===== config.mk =====
export PLATFORM = sky130hd
export DESIGN_NAME = spi_move_receiver
export DESIGN_NICKNAME = d
export VERILOG_FILES = /design/src/rtl/spi_move_receiver.sv
export SDC_FILE = /design/constraint.sdc
export NUM_CORES = 1
export LEC_CHECK = 0
export CORE_UTILIZATION = 55
export DETAILED_ROUTE_END_ITERATION = 10
export GPL_TIMING_DRIVEN = 0
export PLACE_DENSITY = 0.76
export REMOVE_ABC_BUFFERS = 1
export SYNTH_ARGS = -nofsm -noshare
export SYNTH_HDL_FRONTEND = slang
export SYNTH_SLANG_ARGS = --single-unit

===== constraint.sdc =====
create_clock -name clk -period 2.7 [get_ports clk]
set_clock_uncertainty 0.2 [all_clocks]
set_input_delay 0.54 -clock clk [delete_from_list [all_inputs] [get_ports clk]]
set_output_delay 0.54 -clock clk [all_outputs]
set_load 0.02 [all_outputs]

===== src/rtl/spi_move_receiver.sv =====
// spi_move_receiver: SPI-slave (mode 0) move receiver for Connect 4.
// The SPI pins are oversampled in the clk domain. MSB-first frames are
// deframed, range-checked as column indices, and buffered in a small FIFO.
// The FIFO drains through a valid/ready handshake.
// Optional feature: define PARITY_CHECK_EN to append one even-parity bit
// to each frame and reject frames whose parity does not match.
module spi_move_receiver #(
   parameter int DATA_W      = 8,
   parameter int NUM_COLS    = 7,
   parameter int FIFO_DEPTH  = 4,
   parameter int SYNC_STAGES = 2
) (
   input  logic                            clk,
   input  logic                            rst,
   input  logic                            spi_clk,
   input  logic                            spi_mosi,
   input  logic                            spi_cs,
   input  logic                            move_ready,
   output logic                            move_valid,
   output logic [$clog2(NUM_COLS)-1:0]     move_col,
   output logic                            frame_err,
   output logic                            overflow,
   output logic [$clog2(FIFO_DEPTH):0]     fifo_count
);

   localparam int COL_W = $clog2(NUM_COLS);
   localparam int PTR_W = $clog2(FIFO_DEPTH);
   localparam int CNT_W = PTR_W + 1;
`ifdef PARITY_CHECK_EN
   localparam int FRAME_W = DATA_W + 1;
`else
   localparam int FRAME_W = DATA_W;
`endif
   localparam int BIT_W = $clog2(FRAME_W + 1);

   typedef enum logic [1:0] {
      IDLE  = 2'd0,
      SHIFT = 2'd1,
      CHECK = 2'd2,
      WAIT  = 2'd3
   } state_t;

   // ------------------------------------------------------------------
   // Synchronisers and edge detection
   // ------------------------------------------------------------------
   logic [SYNC_STAGES-1:0] sclk_sync;
   logic [SYNC_STAGES-1:0] mosi_sync;
   logic [SYNC_STAGES-1:0] cs_sync;
   logic                   sclk_prev;
   logic                   cs_prev;
   logic                   sclk_s;
   logic                   mosi_s;
   logic                   cs_s;
   logic                   sclk_rise;
   logic                   cs_fall;
   logic                   cs_rise;

   // Bring the SPI pins into the clk domain; cs idles high, the rest low.
   always_ff @(posedge clk or negedge rst) begin
      if (!rst) begin
         sclk_sync <= '0;
         mosi_sync <= '0;
         cs_sync   <= '1;
         sclk_prev <= 1'b0;
         cs_prev   <= 1'b1;
      end else begin
         sclk_sync <= {sclk_sync[SYNC_STAGES-2:0], spi_clk};
         mosi_sync <= {mosi_sync[SYNC_STAGES-2:0], spi_mosi};
         cs_sync   <= {cs_sync[SYNC_STAGES-2:0], spi_cs};
         sclk_prev <= sclk_s;
         cs_prev   <= cs_s;
      end
   end

   // mosi travels through the same number of stages as spi_clk, so the
   // synchronised data bit lines up with the detected clock rise.
   assign sclk_s    = sclk_sync[SYNC_STAGES-1];
   assign mosi_s    = mosi_sync[SYNC_STAGES-1];
   assign cs_s      = cs_sync[SYNC_STAGES-1];
   assign sclk_rise = sclk_s & ~sclk_prev;
   assign cs_fall   = ~cs_s & cs_prev;
   assign cs_rise   = cs_s & ~cs_prev;

   // ------------------------------------------------------------------
   // Deframing FSM and datapath
   // ------------------------------------------------------------------
   state_t               state_reg;
   state_t               state_next;
   logic [FRAME_W-1:0]   shift_reg;
   logic [BIT_W-1:0]     bit_cnt_reg;
   logic                 extra_reg;
   logic [DATA_W-1:0]    word;
   logic                 parity_bad;
   logic                 out_of_range;
   logic                 last_bit;

   logic                 push;
   logic                 pop;
   logic                 fifo_full;
   logic                 frame_err_next;
   logic                 overflow_next;

   assign word         = shift_reg[FRAME_W-1 -: DATA_W];
   assign out_of_range = (word >= DATA_W'(NUM_COLS));
   assign last_bit     = (bit_cnt_reg == BIT_W'(FRAME_W - 1));
`ifdef PARITY_CHECK_EN
   // Data plus even-parity bit must XOR to zero.
   assign parity_bad   = ^shift_reg;
`else
   assign parity_bad   = 1'b0;
`endif

   // State register.
   always_ff @(posedge clk or negedge rst) begin
      if (!rst) begin
         state_reg <= IDLE;
      end else begin
         state_reg <= state_next;
      end
   end

   // Next-state logic; a cs rise always wins over a simultaneous clock rise.
   always_comb begin
      state_next = state_reg;
      case (state_reg)
         IDLE: begin
            if (cs_fall) state_next = SHIFT;
         end
         SHIFT: begin
            if (cs_rise) begin
               state_next = IDLE;
            end else if (sclk_rise && last_bit) begin
               state_next = CHECK;
            end
         end
         CHECK: begin
            // A cs rise landing in the single CHECK cycle must not be lost.
            state_next = cs_rise ? IDLE : WAIT;
         end
         WAIT: begin
            if (cs_rise) state_next = IDLE;
         end
         default: state_next = IDLE;
      endcase
   end

   // Output decode: error/overflow pulses and the FIFO push strobe.
   always_comb begin
      frame_err_next = 1'b0;
      overflow_next  = 1'b0;
      push           = 1'b0;
      case (state_reg)
         SHIFT: begin
            if (cs_rise) frame_err_next = 1'b1;
         end
         CHECK: begin
            if (parity_bad || out_of_range) begin
               frame_err_next = 1'b1;
            end else if (fifo_full && !pop) begin
               overflow_next = 1'b1;
            end else begin
               push = 1'b1;
            end
         end
         WAIT: begin
            if (cs_rise && extra_reg) frame_err_next = 1'b1;
         end
         default: ;
      endcase
   end

   // Shift register, bit counter and the extra-clock flag.
   always_ff @(posedge clk or negedge rst) begin
      if (!rst) begin
         shift_reg   <= '0;
         bit_cnt_reg <= '0;
         extra_reg   <= 1'b0;
      end else begin
         case (state_reg)
            IDLE: begin
               if (cs_fall) begin
                  shift_reg   <= '0;
                  bit_cnt_reg <= '0;
                  extra_reg   <= 1'b0;
               end
            end
            SHIFT: begin
               if (sclk_rise && !cs_rise) begin
                  shift_reg   <= {shift_reg[FRAME_W-2:0], mosi_s};
                  bit_cnt_reg <= bit_cnt_reg + 1'b1;
               end
            end
            CHECK, WAIT: begin
               if (sclk_rise) extra_reg <= 1'b1;
            end
            default: ;
         endcase
      end
   end

   // Error and overflow pulses are registered so they are glitch-free.
   always_ff @(posedge clk or negedge rst) begin
      if (!rst) begin
         frame_err <= 1'b0;
         overflow  <= 1'b0;
      end else begin
         frame_err <= frame_err_next;
         overflow  <= overflow_next;
      end
   end

   // ------------------------------------------------------------------
   // Move FIFO
   // ------------------------------------------------------------------
   logic [COL_W-1:0] mem [FIFO_DEPTH];
   logic [PTR_W-1:0] wr_ptr_reg;
   logic [PTR_W-1:0] rd_ptr_reg;
   logic [CNT_W-1:0] count_reg;

   assign fifo_full = (count_reg == CNT_W'(FIFO_DEPTH));
   assign pop       = (count_reg != '0) && move_ready;

   // Storage write; the head is read directly so move_col holds steady.
   always_ff @(posedge clk) begin
      if (push) mem[wr_ptr_reg] <= word[COL_W-1:0];
   end

   // Pointers wrap naturally because FIFO_DEPTH is a power of two.
   always_ff @(posedge clk or negedge rst) begin
      if (!rst) begin
         wr_ptr_reg <= '0;
         rd_ptr_reg <= '0;
         count_reg  <= '0;
      end else begin
         if (push) wr_ptr_reg <= wr_ptr_reg + 1'b1;
         if (pop)  rd_ptr_reg <= rd_ptr_reg + 1'b1;
         count_reg <= count_reg + CNT_W'(push) - CNT_W'(pop);
      end
   end

   assign move_valid = (count_reg != '0);
   assign move_col   = move_valid ? mem[rd_ptr_reg] : '0;
   assign fifo_count = count_reg;

endmodule


==> summary.txt, run 1 <==
Route
  • Routed wire length: 2770 µm
  • Initial drt markers: 42
  • Routed wire length per instance: 14.06 µm
  • Drt pass-1 iters: 4
  • Via count: 1,013
  • Final ANT Viol Nets: 0
  • DRC viols: 0
  • Routed vias/inst: 5.142

Clock tree
  • Clk sinks: 44
  • CTS buffer count: 5
  • H-tree depth: 2
  • Clock buffer depth: 2
  • Clock Latency Late Sink: 350 ps
  • Hold_buf cts: 0
  • CTS tree: done
  • CTS clk-pin slew, worst paths: 120 ps
  • CTS Root Cell: clkbuf_4

Timing
  • Worst-Margin Slew: 898.3 ps
  • Hold Fails Final Rpt: 0
  • Final Critical Period: 2574 ps
  • Setup TNS: 0 ps
  • RSZ-0062 raised after global routing: no
  • Worst slew margin: 39.61%
  • Final period util: 95.35%
  • Setup-failing EPs final: 0
  • Hold_ws: 9.297 ps
  • Fmax achieved: 388.4 MHz
  • Final Slew Violations: 0

Pwr
  • Combinational share of power: 29.7%
  • Pwr/cell area: 770.9 mW/mm²
  • Pwr Total: 0.001621 W
  • Leak: 0.8929 nW
  • Clk network pwr share: 18.1%
  • Sw Ratio: 30.79%
  • Cell Int Power: 0.001122 W
  • Flop pwr share: 52.2%
  • Net Switching: 0.0004992 W
  • Max VDD drop: 373.9 µV

Synth
  • Compound-gate portion of the synthesized area: 7.676%
  • Netlist cell types: 38
  • Post-synthesis mux area share: 5.072%
  • Main combinational cell family by area after synthesis: simple AND/OR/NAND/NOR gates
  • Synthesized-area fraction occupied by and/or/nand/nor cells: 13.02%
  • Register bit total from synthesis: 44
  • Top FF cell, synth: dfrtp_1
  • Synth Instances: 130
  • Part of the Yosys area used for sequential elements: 63.81%
  • Mean area per synthesized cell: 14.04 µm²
  • EDFF count, synth: 12
  • Adder-cell share of the synthesized area: 5.894%
  • Post-Syn Area: 0.001826 mm²
  • Async S/R FF share, synth: 72.73%
  • XOR/XNOR Fraction of Synth Area: 2.399%
  • Synthesis warning total: 0

Layout
  • Share of cells above drive strength 1: 20.92%
  • Fill count: 258
  • Max reg flops: 12
  • Final net count: 166
  • Area grow syn2layout: 15.22%
  • Final cell count without fillers: 197
  • ANT cells: 0
  • Post-Layout Inst Area: 0.002103 mm²

Critical path
  • Cell Chain, Critical Path: or4b_4, nand2_4, nor2_4, inv_1, ha_1, inv_1, ha_1, inv_1, fa_2, xnor2_2, xnor2_1
  • Setup crit start kind: flop
  • Critical path buffer and inverter count: 3
  • Cell mode on critical path: inv_1
  • CP Max Fanout: 4
  • Arrival time worst endpoint: 2620 ps
  • Critical Path RT: 2750 ps
  • Slowest stage delay, CP: 550 ps
  • Crit end category: flop
  • CP top delay family: adder cells
  • Crit-path slowest cell: or4b_4
  • Critical path type: reg -> reg

Die
  • Starting Density: 58.83%
  • Top-level I/O count: 15
  • # rows: 20
  • Die Wd: 59.61 µm
  • Die Y: 59.61 µm
  • Core area: 0.003103 mm²
  • DIE AREA: 0.003553 mm²

Place
  • Placed cells: 186
  • Placer congestion estimate: 0.7678
  • Post-DP Area: 0.002012 mm²
  • Buffers on Ports: 14
  • Post-DP HPWL: 1889 µm

Global routing
  • Initial antenna violation count: 0
  • Number of global-route vias before repair: 1,043
  • Largest net degree at the start of global routing: 33
  • Total Routing Usage GR: 19.11%
  • Global-route wire length before repair: 4712 µm
  • GRT overflow: 0

Hold path
  • Hold Path Class: in -> async

Run
  • Max Cap Viol: 0

Run status
  • Status: finished clean
-- layer usage --
metal	vias up	part of all wire, %	GRT usage, %
li1	502	-	-
met1	485	46	23.92
met2	20	49	30.02
met3	6	3.7	6.550
met4	0	2.2	8.970
met5	-	0	0
-- final timing paths --
check	from	endpoint	slack (ps)	cells past startpoint
min	rst	rd_ptr_reg[0]	9	1
max in group asynchronous	rst	fifo_count[1]	1800	1
min in group clk	mosi_sync[0]	mosi_sync[1]	160	0
max	fifo_count[1]	fifo_count[2]	130	11
min reg2reg	mosi_sync[0]	mosi_sync[1]	160	0
max reg2reg	fifo_count[1]	fifo_count[2]	130	11
-- synth_stat cells (3+ instances only) --
library cell	n	area, µm²
mux4_2	3	67.56
ha_1	7	87.58
edfxtp_1	12	360.4
and2_1	8	50.05
nor2b_1	4	25.02
nand2_1	7	26.28
nor2_1	3	11.26
dfstp_2	3	78.83
a22o_1	9	78.83
xnor2_1	4	35.03
dfrtp_1	29	725.7
o21ai_0	4	20.02
inv_1	7	26.28
-- through the flow --
step / util, % / setup slack, ps
CTS: 67.26 / 2.499
detailed placement: 64.84 / -426.8
global route: 67.78 / 5.010
floorplan: - / 24.28
global placement: 64.84 / -381.0
finish: 67.78 / 125.5
-- power by group through the flow --
stage	Sequential, W	Combinational, W	Clock [W]
detailed placement	0.000865	0.000451	0
global route	0.000859	0.000529	0.000333
finish	0.000846	0.000481	0.000294
global placement	0.000859	0.000438	0
CTS	0.000851	0.000464	0.000308
floorplan	0.000874	0.000260	0
-- kinds of logic after synthesis --
kind of cell	after synthesis
compound gates	19
xor+xnor	5
fa+ha+maj	8
buf+inv	10
flops	44
mux	5
simple gates	39
-- cell usage in the layout, fill, tap and decap left out, types with 3 or more instances in the layout --
master,count
dfstp_2,3
a22o_1,9
mux4_2,3
ha_1,7
clkdlybuf4s50_1,9
and2_1,8
dfrtp_1,27
clkbuf_4,5
nor2b_1,4
nand2_1,7
nor2_1,3
buf_4,3
inv_1,7
edfxtp_1,12
o21ai_0,4
xnor2_1,3
dlygate4sd2_1,4
-- final cells by class --
type | count | area, µm² | area share, %
flip-flops and latches | 44 | 1167 | 55.50
multi-input cells | 76 | 646.9 | 30.76
repair buffers | 17 | 152.6 | 7.258
well taps | 44 | 55.05 | 2.617
clock buffers | 5 | 37.54 | 1.785
inverters | 8 | 30.03 | 1.428
clock inverters | 3 | 13.76 | 0.6544
-- timing repair --
action | in CTS | in global routing
resized for setup | 9 | 2
endpoints found under the setup margin | 4 | 2
setup buffers | 1 | 2
pin swaps | 5 | 3
endpoints found under the hold margin | 0 | 0
No activity file was read; power rests on OpenSTA's default activity.
==> inputs of run 2 (changes only) <==
--- a/config.mk
+++ b/config.mk
@@ -6,6 +6,7 @@
 export NUM_CORES = 1
 export LEC_CHECK = 0
 export CORE_UTILIZATION = 55
+export CTS_CLUSTER_SIZE = 30
 export DETAILED_ROUTE_END_ITERATION = 10
 export GPL_TIMING_DRIVEN = 0
 export PLACE_DENSITY = 0.76
==> results of run 2 <==
The final DEF is identical to that of run 1; final timing and power are the same.
==> inputs of run 3 (changes only) <==
--- a/config.mk
+++ b/config.mk
@@ -5,12 +5,14 @@
 export SDC_FILE = /design/constraint.sdc
 export NUM_CORES = 1
 export LEC_CHECK = 0
+export CAP_MARGIN = 10
 export CORE_UTILIZATION = 55
 export CTS_CLUSTER_SIZE = 30
 export DETAILED_ROUTE_END_ITERATION = 10
 export GPL_TIMING_DRIVEN = 0
 export PLACE_DENSITY = 0.76
 export REMOVE_ABC_BUFFERS = 1
+export SLEW_MARGIN = 20
 export SYNTH_ARGS = -nofsm -noshare
 export SYNTH_HDL_FRONTEND = slang
 export SYNTH_SLANG_ARGS = --single-unit
==> run 3 against run 2 <==
Maximum frequency increased by 0.62%. Core utilization stayed put. Sequential power barely moved. Critical path type unchanged. Largest cell class unchanged.
==> summary.txt, run 3 (synthesized netlist as in run 1, its figures left out) <==
Layout
  • Fill count: 257
  • Share of cells above drive strength 1: 20.92%
  • Most common cell after layout, fill and taps aside: dfrtp_1
  • Final net count: 166
  • Final cell count without fillers: 197
  • Max reg flops: 12
  • ANT cells: 0
  • Area grow syn2layout: 15.22%
  • Commonest cells after routing, fill and taps aside: dfrtp_1, edfxtp_1, a22o_1, clkdlybuf4s50_1, and2_1

Timing
  • Worst slew margin: 39.91%
  • Hold Fails Final Rpt: 0
  • Setup-failing EPs final: 0
  • Fmax achieved: 390.8 MHz
  • RSZ-0062 raised after global routing: no
  • Final Critical Period: 2559 ps
  • Worst-Margin Slew: 894.0 ps
  • Final period util: 94.77%
  • Final Slew Violations: 0
  • Hold_ws: 0.2818 ps

Global routing
  • GRT overflow: 0
  • Largest net degree at the start of global routing: 33
  • Initial antenna violation count: 0
  • Global-route wire length before repair: 4712 µm
  • Number of global-route vias before repair: 1,071
  • Total Routing Usage GR: 19.35%

Route
  • Initial drt markers: 36
  • DRC viols: 0
  • Routed vias/inst: 5.320
  • Met1 WL: 1238 µm
  • Routed wire length: 2823 µm
  • Routed wire length per instance: 14.33 µm
  • Final ANT Viol Nets: 0
  • WL met3: 133 µm
  • Max Used Layer: met4
  • Drt pass-1 iters: 4
  • Via count: 1,048
  • Met2 Wirelength: 1387 µm

Critical path
  • Critical Path RT: 2790 ps
  • Arrival time worst endpoint: 2650 ps
  • Cell Chain, Critical Path: or4b_4, nand2_4, nor2_4, inv_1, ha_1, inv_1, ha_1, inv_1, fa_2, xnor2_2, xnor2_1
  • CP Max Fanout: 4
  • Slowest stage delay, CP: 550 ps
  • Setup crit start kind: flop
  • Critical path type: reg -> reg
  • Crit end category: flop
  • Cell mode on critical path: inv_1
  • Crit-path slowest cell: or4b_4

Place
  • Placed cells: 186
  • Buffers on Ports: 14
  • Placer congestion estimate: 0.7678
  • Post-DP HPWL: 1928 µm

Die
  • Die Y: 59.61 µm
  • Core area: 0.003103 mm²
  • DIE AREA: 0.003553 mm²
  • Die Wd: 59.61 µm
  • Top-level I/O count: 15
  • Starting Density: 58.83%
  • # rows: 20

Pwr
  • Pwr/cell area: 775.3 mW/mm²
  • Max VDD drop: 350.5 µV
  • Leak: 0.8928 nW

Clock tree
  • CTS buffer count: 5
  • Clock Latency Late Sink: 360 ps
  • CTS tree: done
  • CTS clk-pin slew, worst paths: 120 ps
  • Clock buffer depth: 2
  • CTS Root Cell: clkbuf_4
  • H-tree depth: 2
  • Clk sinks: 44

Hold path
  • Hold Path Class: in -> async

Run status
  • Status: finished clean

Run
  • Max Cap Viol: 0
## run 3: what timing repair did
item	in CTS	in global routing
pin swaps	5	4
buffers inserted	1	2
endpoints found under the hold margin	0	0
cloned	0	0
endpoints found under the setup margin	4	1
gates resized for setup	10	1
hold buffers	0	0
## run 3: through the flow
stage	total power, W	setup slack, ps	setup TNS [ps]	util (%)	instance area (µm²)
after floorplan	0.001134	24.28	0	-	1817
after global placement	0.001297	-381.0	-626.7	64.84	2012
after detailed placement	0.001317	-424.0	-704.1	64.68	2007
after CTS	0.001629	21.44	0	67.14	2083
after global routing	0.001732	5.745	0	67.78	2103
final	0.001631	141.3	0	67.78	2103
## run 3: per-layer routing
metal / vias to the layer above / global-route usage [%]
li1: 504 / -
met1: 513 / 22.87
met2: 25 / 30.98
met3: 6 / 4.803
met4: 0 / 13.62
met5: - / 0
## run 3: worst max-delay path: cells and delay by family (launching register included)
family        cells  cell delay [ps]
flops             1              450
buf+inv           3              160
fa+ha+maj         3              700
simple gates      3              670
xor+xnor          2              310
## run 3: report_power, final
part	internal, W	switching [W]
logic	0.000264	0.000222
clock network	0.0000956	0.000204
registers	0.000763	0.0000820
total	0.00112	0.000509
## run 3: worst paths after layout
kind / slack (ps) / endpoint / startpoint / cells past startpoint
min: 0.3 / rd_ptr_reg[1] / rst / 1
min in group clk: 160 / mosi_sync[1] / mosi_sync[0] / 0
max reg2reg: 140 / fifo_count[2] / fifo_count[1] / 11
max in group asynchronous: 1820 / fifo_count[1] / rst / 1
max: 140 / fifo_count[2] / fifo_count[1] / 11
min reg2reg: 160 / mosi_sync[1] / mosi_sync[0] / 0
## run 3: layout make-up
cell class,instances,area (µm²),area share [%]
sequential,44,1167,55.50
multi-input combinational,76,646.9,30.76
timing repair buffer,17,152.6,7.258
tap,44,55.05,2.617
clock buffer,5,37.54,1.785
inverter,8,30.03,1.428
clock inverter,3,13.76,0.6544
